### src/rtl/arbiter_pkg.sv
// Shared state encoding and limits for the round-robin arbiter slice.
// Defining ARB_TIMEOUT_EN adds the DRAIN state used after an upstream timeout.
package arbiter_pkg;

    localparam int unsigned ARB_N_MAX     = 16;
    localparam int unsigned ARB_TIMEOUT_W = 16;

    typedef enum logic [2:0] {
        IDLE    = 3'd0,
        REQ     = 3'd1,
        GRANT   = 3'd2,
        RELEASE = 3'd3
`ifdef ARB_TIMEOUT_EN
        ,
        DRAIN   = 3'd4
`endif
    } arb_state_t;

endpackage

### src/rtl/arbiter_rr_pick.sv
// Combinational round-robin search: nearest set req bit strictly after
// last_winner, wrapping modulo N.
module rr_pick #(
    parameter int unsigned N = 4
) (
    input  logic [N-1:0]         req,
    input  logic [$clog2(N)-1:0] last_winner,
    output logic                 any,
    output logic [$clog2(N)-1:0] idx
);

    localparam int unsigned IW = $clog2(N);

    int unsigned cand;

    always_comb begin
        any  = |req;
        idx  = '0;
        cand = 0;
        // Scan from the farthest offset down so the nearest hit overwrites last.
        for (int unsigned i = N; i >= 1; i--) begin
            cand = (32'(last_winner) + i) % N;
            if (req[IW'(cand)]) begin
                idx = IW'(cand);
            end
        end
    end

endmodule

### src/rtl/arbiter_rr.sv
// Four-phase round-robin arbiter node with a merged upstream handshake (tree-composable).
// Defining ARB_TIMEOUT_EN adds the upstream-acknowledge timeout, timeout port and DRAIN state.
module arbiter_rr
    import arbiter_pkg::*;
#(
    parameter int unsigned N       = 4,
    parameter int unsigned TIMEOUT = 255
) (
    input  logic                 clk,
    input  logic                 rst_n,
    input  logic [N-1:0]         req,
    output logic [N-1:0]         ack,
    output logic                 req_up,
    input  logic                 ack_up,
    output logic [$clog2(N)-1:0] grant_id,
    output logic                 busy
`ifdef ARB_TIMEOUT_EN
    ,
    output logic                 timeout
`endif
);

    localparam int unsigned IW = $clog2(N);

    if (N < 2 || N > ARB_N_MAX || TIMEOUT < 1 || TIMEOUT >= (1 << ARB_TIMEOUT_W)) begin : g_bad_param
        $error("arbiter_rr: parameter out of range");
    end

    arb_state_t    state, state_nx;
    logic [IW-1:0] last_winner, last_winner_nx;
    logic [IW-1:0] grant_id_nx;
    logic [N-1:0]  ack_nx;
    logic          req_up_nx;
    logic          pick_any;
    logic [IW-1:0] pick_idx;

`ifdef ARB_TIMEOUT_EN
    localparam logic [ARB_TIMEOUT_W-1:0] WAIT_LAST = ARB_TIMEOUT_W'(TIMEOUT - 1);

    logic [ARB_TIMEOUT_W-1:0] wait_cnt, wait_cnt_nx;
    logic                     timeout_nx;
`endif

    rr_pick #(
        .N (N)
    ) u_pick (
        .req         (req),
        .last_winner (last_winner),
        .any         (pick_any),
        .idx         (pick_idx)
    );

    // Outputs are computed for the next state so every port comes straight from a flop.
    always_comb begin
        state_nx       = state;
        last_winner_nx = last_winner;
        grant_id_nx    = grant_id;
        ack_nx         = '0;
        req_up_nx      = 1'b0;
`ifdef ARB_TIMEOUT_EN
        wait_cnt_nx    = '0;
        timeout_nx     = 1'b0;
`endif
        case (state)
            IDLE: begin
                if (pick_any) begin
                    grant_id_nx = pick_idx;
                    req_up_nx   = 1'b1;
                    state_nx    = REQ;
                end
            end
            REQ: begin
                req_up_nx = 1'b1;
                if (ack_up) begin
                    ack_nx[grant_id] = 1'b1;
                    state_nx         = GRANT;
                end
`ifdef ARB_TIMEOUT_EN
                else if (wait_cnt == WAIT_LAST) begin
                    req_up_nx      = 1'b0;
                    timeout_nx     = 1'b1;
                    last_winner_nx = grant_id;
                    state_nx       = DRAIN;
                end else begin
                    wait_cnt_nx = wait_cnt + 1'b1;
                end
`endif
            end
            GRANT: begin
                ack_nx[grant_id] = 1'b1;
                req_up_nx        = 1'b1;
                if (!req[grant_id]) begin
                    req_up_nx = 1'b0;
                    state_nx  = RELEASE;
                end
            end
            RELEASE: begin
                ack_nx[grant_id] = 1'b1;
                if (!ack_up) begin
                    ack_nx         = '0;
                    last_winner_nx = grant_id;
                    state_nx       = IDLE;
                end
            end
`ifdef ARB_TIMEOUT_EN
            DRAIN: begin
                if (!ack_up) begin
                    state_nx = IDLE;
                end
            end
`endif
            default: begin
                state_nx = IDLE;
            end
        endcase
    end

    always_ff @(posedge clk or negedge rst_n) begin
        if (!rst_n) begin
            state       <= IDLE;
            last_winner <= IW'(N - 1);
            grant_id    <= '0;
            ack         <= '0;
            req_up      <= 1'b0;
            busy        <= 1'b0;
`ifdef ARB_TIMEOUT_EN
            wait_cnt    <= '0;
            timeout     <= 1'b0;
`endif
        end else begin
            state       <= state_nx;
            last_winner <= last_winner_nx;
            grant_id    <= grant_id_nx;
            ack         <= ack_nx;
            req_up      <= req_up_nx;
            busy        <= (state_nx != IDLE);
`ifdef ARB_TIMEOUT_EN
            wait_cnt    <= wait_cnt_nx;
            timeout     <= timeout_nx;
`endif
        end
    end

endmodule

### config.mk
export PLATFORM = sky130hd
export DESIGN_NAME = arbiter_rr
export DESIGN_NICKNAME = d
export VERILOG_FILES = /design/src/rtl/arbiter_pkg.sv /design/src/rtl/arbiter_rr_pick.sv /design/src/rtl/arbiter_rr.sv
export SDC_FILE = /design/constraint.sdc
export NUM_CORES = 1
export LEC_CHECK = 0
export CAP_MARGIN = 20
export CORE_MARGIN = 5
export CORE_UTILIZATION = 38
export DETAILED_ROUTE_END_ITERATION = 16
export GPL_ROUTABILITY_DRIVEN = 1
export GPL_TIMING_DRIVEN = 1
export PLACE_DENSITY = 0.63
export SLEW_MARGIN = 20
export SYNTH_ARGS = -nofsm -noshare
export SYNTH_HDL_FRONTEND = slang
export SYNTH_SLANG_ARGS = --single-unit
### constraint.sdc
create_clock -name clk -period 4.1 [get_ports clk]
set_clock_uncertainty 0.1 [all_clocks]
set_input_delay 0.82 -clock clk [delete_from_list [all_inputs] [get_ports clk]]
set_output_delay 0.82 -clock clk [all_outputs]
set_load 0.03 [all_outputs]
==> reports/metrics.cfg <==
[synthesis]
syn_area_um2=632
synth_cell_types=29
synth_top_area_cell=dfrtp_1
synth-seq-cells=13
syn_nets=63
yosys-top-cells-area=dfrtp_1, dfstp_2, mux2_2, mux4_2, nand2_1
ys_seq_area_frac=0.519
yosys_warnings=0
yosysTopAreaCellShare=0.436
netlist_instances=56
synth.avg_cell_area_um2=11.3

[detailed_routing]
drc=0
num_vias=497
avgRoutedWirePerCell_um=13.5
first_pass_iters=4
wirelength_um=1200
drtIter0Drc=8
ant_nets=0
avgViaCountPerCell=5.58

[floorplanning]
start_util=0.410
core-area_um2=1540
io_pins=15
fp.dieH_um=50.8
num_rows=14
die_area_um2=2580
die_w_um=50.8

[sta]
fmax_ghz=0.411
rsz0062_at_grt=no
slew_headroom=0.617
min_period_ns=2.43
report.final.slew_viol_count=0
worst_pin_slew_ns=0.572
hold_viol=0
setup_viol=0
period_share=0.593
fin_setup_tns_ns=0

[setup_path]
cp_num_buf_inv=1
cp_slowest_cell=clkdlybuf4s50_1
end_kind=output pin
slowest_delay_ns=0.73
cp.arrival_ns=1.51
worst_r2r_path_depth=3
startpoint_type=flip-flop
crit_path_max_fanout=8
worstSetupPathType=reg -> out
critPathTopFamily=buffers and inverters
required_ns=3.18
cp.depth=1
cp_cell_sequence=clkdlybuf4s50_1

[clock_network]
clkTransAtPathRegs_ns=0.09
clk_latency_ns=0.29
clock_path_buffers=2
cts_root_buf=clkbuf_4
htree_num_levels=1
cts_num_sinks=13
post_cts_buffers=0
cts_buffers=3
post_cts_resized=0
tritoncts=done
cts_hold_buf=0

[grt]
antenna_found_initial=0
grt_pass1_vias=468
grt_pass1_wl_um=2040
overflow=0
track_usage=0.109
grt_max_degree=14

[worst_hold_path]
whs_path_depth=1
min_path_type=reg -> reg

[place]
hpwl_um=852
numPortBuffers=14
placed_cell_area_um2=781
dp_cells=85
finalWeightedCongestion=0.806

[pwr]
finalPower_mw=0.391
power.internal_mw=0.258
irDropWorstVdd_mv=0.263
seq_power_share=0.482
clkPwrFrac=0.213
swShare=0.339
p_switching_mw=0.133
p_per_area_nw_per_um2=484
p_comb_frac=0.305
p_leak_nw=0.350

[finish]
final_common_cell=clkdlybuf4s50_1
stdcell_count=89
drive_gt1_frac=0.178
multi_input_area_um2=285
num_antenna_cells=0
design_area_um2=807
final_cell_mix=clkdlybuf4s50_1, dfrtp_1, nand2_1, nor2_1
seq_area_um2=328
area_growth_syn_to_layout_pct=27.7
nFillCells=143
nNetsFinal=81

[job]
drv_cap=0

[outcome]
outcome=finished, final reports clean

## sequential cells by signal, indices dropped and copies added, names as in the netlist
| register | cells |
|---|---|
| last_winner | 2 |
| ack | 4 |
| busy | 1 |
| state | 3 |
| grant_id | 2 |
| req_up | 1 |
## worst paths after layout
path	slack, ns	to	from
setup / recovery	1.67	grant_id[0]	grant_id[0]$_DFFE_PN0P_
max in group asynchronous	2.72	last_winner[1]$_DFFE_PN1P_	rst_n
hold / removal	0.44	req_up$_DFF_PN0_	state[2]$_DFF_PN0_
setup reg to reg	2.49	state[0]$_DFF_PN0_	grant_id[0]$_DFFE_PN0P_
hold reg to reg	0.44	req_up$_DFF_PN0_	state[2]$_DFF_PN0_
min in group asynchronous	0.79	busy$_DFF_PN0_	rst_n
## cell usage after synthesis (all sizes together)
master,n
dfrtp,11
nand2,6
nor2,5
mux2,3
o21ai,3
a21oi,2
dfstp,2
inv,2
nand2b,2
nor3,2
a21boi,1
a221oi,1
a2bb2oi,1
a31oi,1
and2b,1
and3,1
and3b,1
buf,1
conb,1
mux2i,1
mux4,1
nand3b,1
nor3b,1
nor4,1
o211a,1
o31ai,1
o32a,1
or4,1
## stage by stage
step / utilization / hold WS [ns] / setup slack [ns]
after global routing: 0.524 / 0.460 / 1.61
after floorplan: - / 0.385 / 2.22
after CTS: 0.524 / 0.437 / 1.65
final: 0.524 / 0.440 / 1.67
after detailed placement: 0.506 / 0.424 / 1.62
after global placement: 0.506 / 0.435 / 1.65
## power by group through the flow
| stage | combinational, mW | clock [mW] | sequential [mW] |
|---|---|---|---|
| 5_1_grt | 0.128 | 0.0927 | 0.193 |
| 3_3_place_gp | 0.119 | 0 | 0.191 |
| 4_1_cts | 0.121 | 0.0871 | 0.188 |
| 2_1_floorplan | 0.0599 | 0 | 0.204 |
| 6_report | 0.119 | 0.0834 | 0.188 |
| 3_5_place_dp | 0.121 | 0 | 0.190 |
## layer usage
layer | wire length [um] | up-vias | global-route usage
li1 | - | 236 | -
met3 | 103 | 4 | 0.0414
met1 | 549 | 237 | 0.126
met2 | 499 | 20 | 0.147
met4 | 47 | 0 | 0.111
met5 | 0 | - | 0
## final cells by class
type | instances | share of cell area
Sequential cell | 13 | 0.406
Multi-Input combinational cell | 40 | 0.353
Clock buffer | 4 | 0.0326
Tap cell | 16 | 0.0248
Inverter | 2 | 0.00930
Timing Repair Buffer | 14 | 0.174
## logic make-up (layout without fill, tap and decap cells)
logic type / after synthesis / in the layout / share of synthesized area
other cells: 1 / 1 / 0.00593
mux: 5 / 5 / 0.111
compound gates: 12 / 12 / 0.133
flops: 13 / 13 / 0.519
simple gates: 22 / 22 / 0.202
buf+inv: 3 / 20 / 0.0297
## worst reg2reg max path, cell delays in order, from the launching register on
cell and delay (ns):
dfrtp_1 0.50, mux4_2 0.56, o211a_1 0.22, nor3_1 0.16
(Power assumes the default switching activity.)
